`src/rtl/dms_tx.sv`:
```
// Serial transmitter for the decryption-message-system line: key configuration
// (mode=1) then pulse-width encoded message bits (mode=0). Define DMS_TX_PARITY_EN
// to append an even-parity period after the last message bit.
module dms_tx #(
  parameter int MAX_N  = 5,
  parameter int MSG_W  = 16,
  parameter int PERIOD = 16,
  parameter int ONES_1 = 12,
  parameter int ONES_0 = 4,
  localparam int KW = 2**MAX_N,
  localparam int LW = $clog2(MSG_W+1)
) (
  input  logic          clk,
  input  logic          reset,
  input  logic          start,
  input  logic [3:0]    cfg_n,
  input  logic [KW-1:0] cfg_d,
  input  logic [KW-1:0] cfg_caps,
  input  logic [MSG_W-1:0] msg,
  input  logic [LW-1:0] len,
  output logic          str,
  output logic          mode,
  output logic          busy,
  output logic          done,
  output logic          err
);
  localparam int PW = $clog2(PERIOD);
  localparam int BW = (MSG_W > 1) ? $clog2(MSG_W) : 1;
  localparam logic [PW-1:0] P_LAST  = PW'(PERIOD-1);
  localparam logic [PW-1:0] O1      = PW'(ONES_1);
  localparam logic [PW-1:0] O0      = PW'(ONES_0);
  localparam logic [LW-1:0] LEN_MAX = LW'(MSG_W);
  localparam logic [3:0]    N_MAX   = 4'(MAX_N);

  typedef enum logic [3:0] {
    S_IDLE, S_CFG_N, S_CFG_D, S_CFG_C, S_CFG_G, S_PRE, S_DATA, S_PAR, S_TERM
  } state_t;

`ifdef DMS_TX_PARITY_EN
  localparam state_t S_AFTER = S_PAR;
`else
  localparam state_t S_AFTER = S_TERM;
`endif

  state_t state_q, state_d;
  logic [MAX_N-1:0] cidx_q, cidx_d;
  logic [PW-1:0]    pcnt_q, pcnt_d;
  logic [BW-1:0]    bidx_q, bidx_d;
  logic [3:0]       n_q, n_d;
  logic [KW-1:0]    d_q, d_d, c_q, c_d;
  logic [MSG_W-1:0] msg_q, msg_d;
  logic [LW-1:0]    len_q, len_d;
  logic             done_q, done_d, err_q, err_d;
  logic [MAX_N-1:0] key_top;
  logic             period_end, cur_bit;
  logic [PW-1:0]    ones;

`ifdef DMS_TX_PARITY_EN
  logic par_q, par_d, par_calc;

  always_comb begin
    par_calc = 1'b0;
    for (int i = 0; i < MSG_W; i++)
      if (LW'(i) < len) par_calc = par_calc ^ msg[i];
  end
`endif

  assign key_top    = MAX_N'((KW'(1) << n_q) - KW'(1));
  assign period_end = (pcnt_q == P_LAST);

  always_comb begin
    cur_bit = 1'b0;
    case (state_q)
      S_DATA:  cur_bit = msg_q[bidx_q];
`ifdef DMS_TX_PARITY_EN
      S_PAR:   cur_bit = par_q;
`endif
      default: cur_bit = 1'b0;
    endcase
  end

  assign ones = cur_bit ? O1 : O0;

  // Line output is a pure decode of the state and counters.
  always_comb begin
    str  = 1'b0;
    mode = 1'b0;
    case (state_q)
      S_CFG_N: begin mode = 1'b1; str = n_q[cidx_q[1:0]]; end
      S_CFG_D: begin mode = 1'b1; str = d_q[cidx_q]; end
      S_CFG_C: begin mode = 1'b1; str = c_q[cidx_q]; end
      S_CFG_G: mode = 1'b1;
      S_PRE, S_DATA, S_PAR: str = (pcnt_q < ones);
      S_TERM:  str = 1'b1;
      default: ;
    endcase
  end

  assign busy = (state_q != S_IDLE);
  assign done = done_q;
  assign err  = err_q;

  always_comb begin
    state_d = state_q;
    cidx_d  = cidx_q;
    pcnt_d  = pcnt_q;
    bidx_d  = bidx_q;
    n_d     = n_q;
    d_d     = d_q;
    c_d     = c_q;
    msg_d   = msg_q;
    len_d   = len_q;
    done_d  = 1'b0;
    err_d   = 1'b0;
`ifdef DMS_TX_PARITY_EN
    par_d   = par_q;
`endif
    case (state_q)
      S_IDLE: if (start) begin
        if (cfg_n > N_MAX || len > LEN_MAX) begin
          err_d = 1'b1;
        end else begin
          n_d     = cfg_n;
          d_d     = cfg_d;
          c_d     = cfg_caps;
          msg_d   = msg;
          len_d   = len;
          cidx_d  = MAX_N'(3);
          pcnt_d  = '0;
          bidx_d  = '0;
          state_d = S_CFG_N;
`ifdef DMS_TX_PARITY_EN
          par_d   = par_calc;
`endif
        end
      end
      S_CFG_N: if (cidx_q == '0) begin
        cidx_d = key_top; state_d = S_CFG_D;
      end else cidx_d = cidx_q - 1'b1;
      S_CFG_D: if (cidx_q == '0) begin
        cidx_d = key_top; state_d = S_CFG_C;
      end else cidx_d = cidx_q - 1'b1;
      S_CFG_C: if (cidx_q == '0) state_d = S_CFG_G;
               else cidx_d = cidx_q - 1'b1;
      S_CFG_G: begin pcnt_d = '0; state_d = S_PRE; end
      S_PRE: if (period_end) begin
        pcnt_d = '0;
        if (len_q == '0) state_d = S_AFTER;
        else begin
          bidx_d  = BW'(len_q - LW'(1));
          state_d = S_DATA;
        end
      end else pcnt_d = pcnt_q + 1'b1;
      S_DATA: if (period_end) begin
        pcnt_d = '0;
        if (bidx_q == '0) state_d = S_AFTER;
        else bidx_d = bidx_q - 1'b1;
      end else pcnt_d = pcnt_q + 1'b1;
      S_PAR: if (period_end) begin
        pcnt_d = '0; state_d = S_TERM;
      end else pcnt_d = pcnt_q + 1'b1;
      S_TERM: begin done_d = 1'b1; state_d = S_IDLE; end
      default: state_d = S_IDLE;
    endcase
  end

  always_ff @(posedge clk) begin
    if (reset) begin
      state_q <= S_IDLE;
      cidx_q  <= '0;
      pcnt_q  <= '0;
      bidx_q  <= '0;
      n_q     <= '0;
      d_q     <= '0;
      c_q     <= '0;
      msg_q   <= '0;
      len_q   <= '0;
      done_q  <= 1'b0;
      err_q   <= 1'b0;
`ifdef DMS_TX_PARITY_EN
      par_q   <= 1'b0;
`endif
    end else begin
      state_q <= state_d;
      cidx_q  <= cidx_d;
      pcnt_q  <= pcnt_d;
      bidx_q  <= bidx_d;
      n_q     <= n_d;
      d_q     <= d_d;
      c_q     <= c_d;
      msg_q   <= msg_d;
      len_q   <= len_d;
      done_q  <= done_d;
      err_q   <= err_d;
`ifdef DMS_TX_PARITY_EN
      par_q   <= par_d;
`endif
    end
  end
endmodule

```
`config.mk`:
```
export PLATFORM = sky130hd
export DESIGN_NAME = dms_tx
export DESIGN_NICKNAME = d
export VERILOG_FILES = /design/src/rtl/dms_tx.sv
export SDC_FILE = /design/constraint.sdc
export NUM_CORES = 1
export LEC_CHECK = 0
export CORE_AREA = 2 2 102 104
export CTS_CLUSTER_SIZE = 30
export DETAILED_ROUTE_END_ITERATION = 16
export DIE_AREA = 0 0 104 106
export HOLD_SLACK_MARGIN = 0.05
export PLACE_DENSITY_LB_ADDON = 0.12
export SETUP_SLACK_MARGIN = 0.3
export SYNTH_ARGS = -nofsm -noshare
export SYNTH_HDL_FRONTEND = slang
export SYNTH_SLANG_ARGS = --single-unit
```
`constraint.sdc`:
```
create_clock -name clk -period 3.07 [get_ports clk]
set_input_delay 0.614 -clock clk [delete_from_list [all_inputs] [get_ports clk]]
set_output_delay 0.614 -clock clk [all_outputs]
set_load 0.05 [all_outputs]
```
After elaboration in Yosys (flattened, before gate mapping)
Index checks and enable logic that the tools add are counted.

storage, ports and cells
  flip-flop bits (word level) = 108
  output and inout bits = 5

cells by class
  $add $sub $neg = 5
  order comparisons = 6
  equal/unequal tests = 21
  shift operators = 1
  mux-type cells = 39
  bitwise operators = 3
  reduce and logical (&&, ||, !) cells = 18

operators by type and width
  cell                                                                           count
  4-bit 2-to-1 mux                                                               18
  4-bit case mux with 8 select lines                                             1
  2-bit inequality test (second input constant)                                  12
  4-bit case mux with 3 select lines                                             2
  5-bit 2-to-1 mux                                                               4
  4-bit by 3-bit == test with 1-bit output (second input constant)               4
  5-bit case mux with 3 select lines                                             1
  1-bit binary-select mux with 5-bit select                                      2
  5-bit zero test                                                                2
  9-bit AND reduction                                                            1
  3-bit nonzero test                                                             3
  4-bit by 2-bit == test with 1-bit output (second input constant)               2
  4-bit == test (second input constant)                                          2
  4-bit zero test                                                                2
  1-bit 2-to-1 mux                                                               8
  4-bit by 1-bit subtractor with 4-bit output (second input constant)            2
  7-bit AND reduction                                                            1
  5-bit by 6-bit less-than comparator with 1-bit output (second input constant)  1
  3-bit AND reduction                                                            2
  3-bit OR reduction                                                             2
  5-bit > comparator (second input constant)                                     1
  4-bit by 5-bit less-than comparator with 1-bit output (second input constant)  1
  1-bit case mux with 5 select lines                                             1
  1-bit by 4-bit left shift with 5-bit output (first input constant)             1
  other kinds (15)                                                               17

Logic depth before layout (Yosys ltp)
  depth in word-level cells = 6
  depth in mapped cells = 9
  mapped depth without buffers = 7

Least setup slack after synthesis
Ideal clock, no wire load.

  kind = flip-flop to output port
  from = reg bidx_q[0]
  to = out str
  arrival = 2.485 ns
  setup slack = -0.029 ns
  cell stages (with the launch flop) = 9
  buffers on the path = 1
  path through = dfxtp_1 clkbuf_1 mux4_2 mux4_2 nand2_1 ha_1 a21oi_1 a21oi_1 nand3_1

on the way
  word-level cells in the longest chain between the ends = 6

RTL lines
  what                                       RTL line  RTL
  from (decl)                                48        logic [BW-1:0] bidx_q, bidx_d;
  from (signal assigned)                     187       bidx_q <= bidx_d;
  1-bit binary-select mux with 4-bit select  74        S_DATA: cur_bit = msg_q[bidx_q];
  1-bit 2-to-1 mux (not written as such)     74
  1-bit 2-to-1 mux                           73        case (state_q)
  4-bit 2-to-1 mux                           82        assign ones = cur_bit ? O1 : O0;
  4-bit less-than comparator                 93        S_PRE, S_DATA, S_PAR: str = (pcnt_q < ones);
  1-bit case mux with 5 select lines         88        case (state_q)
  to (decl)                                  21        output logic str,

Every way passes these cells. The select of a mux whose other input is x is not followed.

Worst setup path in the final report
Same ends and word-level chain as after synthesis.

==> reports/qor.txt <==
status: complete, but fails checks
violated checks: setup timing
Startpoint Class: register
Synth Area per Inst: 8.19 um2
vias in the first global route: 4308
Max FO, Critical Path: 5
design area: 0.00641 mm2
total congestion overflow: 0
GPL Wtd Cong: 0.849
main flop type after synthesis: dfxtp_1
Required @ worst endpoint: 2.46 ns
fraction of layout cells with a size suffix above 1: 9.60%
standard-cell row count: 37
Synth area leaders: dfxtp_1 43%, nand2_1 14%, a21oi_1 11%, mux4_2 9.4%, clkbuf_1 3.2%
Post-layout nets: 790
top-area cell type share of the netlist area: 42.8%
Hold Fails Final Rpt: 0
Seq cells post-synth: 108
Port Buffer Count: 96
max-cap check violation count: 0
CTS tree: built
initial antenna violation count: 0
drt first-iter violations: 191
largest net degree at the start of global routing: 111
power per cell area: 562 mW/mm2
first-pass GRT wire length: 20000 um
Synth cell types: 51
most common cell after layout, fill and taps aside: nand2_1
Die Ht: 106 um
CP Class: reg2out
CTS root buf: clkbuf_8
Syn Nets: 714
Pins Over Slew Limit: 0
gr usage total: 22.0%
Starting Density: 50.5%
leak pwr: 2.13 nW
n_diodes: 0
drt total wl: 12100 um
DR pass1 iterations: 5
CORE AREA: 0.0100 mm2
CTS buffer count: 9
CTS Sinks: 108
DRC errors left: 0
VDD IR max: 0.305 mV
Clock Skew: 0.0103 ns
post-synth top area cell: dfxtp_1
RSZ-0062 raised after global routing: true
cells after synthesis: 617
commonest cells after routing, fill and taps aside: 189 x nand2_1, 106 x dfxtp_1, 104 x a21oi_1
Total Neg Setup Slack: -0.104 ns
post-route ant nets: 0
Post-synth EDFFs: 0
Die X: 104 um
Filler Cell Count: 924
sequential area share after synthesis: 42.8%
slew of the pin with the lowest slew margin: 1.13 ns
Post-DP HPWL: 8460 um
fin crit period: 3.17 ns
Ports: 97
PnR worst setup slack: -0.104 ns
post-DR vias/cell: 5.52
Hold Path Class: reg2reg
Ys Warns: 0
CTS H-tree lvls: 3
FMAX: 315 MHz
Async SR Flop Fraction: 0%
Wirelength per Cell: 14.4 um
Worst slew margin: 24.9%
Post-DP Area: 0.00615 mm2
Setup violations, final: 1
arrival time at the worst endpoint: 2.56 ns
Longest Clk Path Bufs: 2
Area Overhead vs Synth: 26.8%
Die ar.: 0.0110 mm2
endpoint class of the critical path: output pin
Skew-Pair Late Insertion Delay: 0.36 ns
Worst-path clk slew: 0.11 ns
cell area after synthesis: 0.00505 mm2
Tcrit/Tclk final: 103%
Via Count: 4606
-- registers in the layout (all words and copies together), names as in the netlist --
name and flops:
bidx_q 4, c_q 32, cidx_q 5, d_q 32, done 1, err 1
len_q 5, msg_q 16, n_q 4, pcnt_q 4, state_q 4
-- logic make-up after synthesis --
group	after synthesis	share of synthesized area, %
DFF	108	42.8
muxes	28	10.8
adders and majority gates	5	1.24
xor gates and xnor gates	6	1.04
AOI/OAI and AO/OA	153	17.2
and+or+nand+nor	266	23.1
buffers and inverters	51	3.84
-- metal layers --
metal | vias up | wire [um] | track usage (%)
li1 | 2312 | - | -
met1 | 2151 | 5300 | 27.9
met2 | 131 | 5980 | 39.0
met3 | 12 | 605 | 3.62
met4 | 0 | 163 | 5.79
met5 | - | 0 | 0
-- final cells by class --
| cell class | count | area [um2] | area share (%) |
|---|---|---|---|
| well taps | 136 | 170 | 2.66 |
| flip-flops and latches | 108 | 2170 | 33.8 |
| multi-input cells | 458 | 2750 | 42.9 |
| inverters | 5 | 18.8 | 0.293 |
| clock buffers | 10 | 128 | 1.99 |
| repair buffers | 111 | 1090 | 17.1 |
| clock inverters | 6 | 81.3 | 1.27 |
-- power by group --
part           internal, mW  switching (mW)
registers              1.49          0.0961
clock network         0.396           0.522
logic                 0.502           0.598
-- worst paths after layout --
path | start | end | slack [ns] | cells after the start
hold reg to reg | d_q[8] | d_q[8] | 0.46 | 2
setup reg to reg | cidx_q[0] | cidx_q[4] | 0.51 | 8
setup / recovery | bidx_q[0] | str | -0.10 | 8
hold / removal | d_q[8] | d_q[8] | 0.46 | 2
-- worst max-delay path, cell delays in order, from the launching register on --
cell and delay [ns]:
dfxtp_4 0.41, mux4_2 0.50, mux4_2 0.52, nand2_2 0.11, ha_4 0.20, a21oi_4 0.14, a21oi_4 0.08, nand3_4 0.10
buf_12 0.13
-- cells in the mapped netlist (all sizes together) (2+ instances only) --
cell and count:
a2111oi 2, a211oi 3, a21boi 2, a21oi 107, a22oi 2, a31oi 5, a32oi 2, buf 3
clkbuf 43, dfxtp 108, ha 5, inv 5, mux2 2, mux2i 5, mux4 21, nand2 190
nand3 7, nand3b 7, nand4 5, nor2 25, nor2b 5, nor3 5, nor4 5, nor4b 3
o211ai 2, o21a 2, o21ai 13, o31a 2, o31ai 2, or2 2, or4 4, or4b 4
xnor2 5
-- stage by stage --
step / utilization [%] / instances / setup WS [ns] / power, mW / hold slack (ns)
2_1_floorplan: - / 617 / 0.301 / 2.33 / 0.433
3_3_place_gp: 61.5 / 818 / 0.0723 / 2.71 / 0.440
3_5_place_dp: 61.5 / 818 / 0.0586 / 2.72 / 0.444
4_1_cts: 63.9 / 834 / -0.127 / 3.62 / 0.460
5_1_grt: 64.1 / 834 / -0.175 / 3.79 / 0.476
6_report: 64.1 / 834 / -0.104 / 3.60 / 0.458
-- what timing repair did --
item | in CTS | in global routing
buffers inserted | 0 | 0
endpoints found under the setup margin | 3 | 1
pin swaps | 2 | 3
gates resized for setup | 8 | 4
hold buffers | 0 | 0
Power figures use the tool's default switching activity.
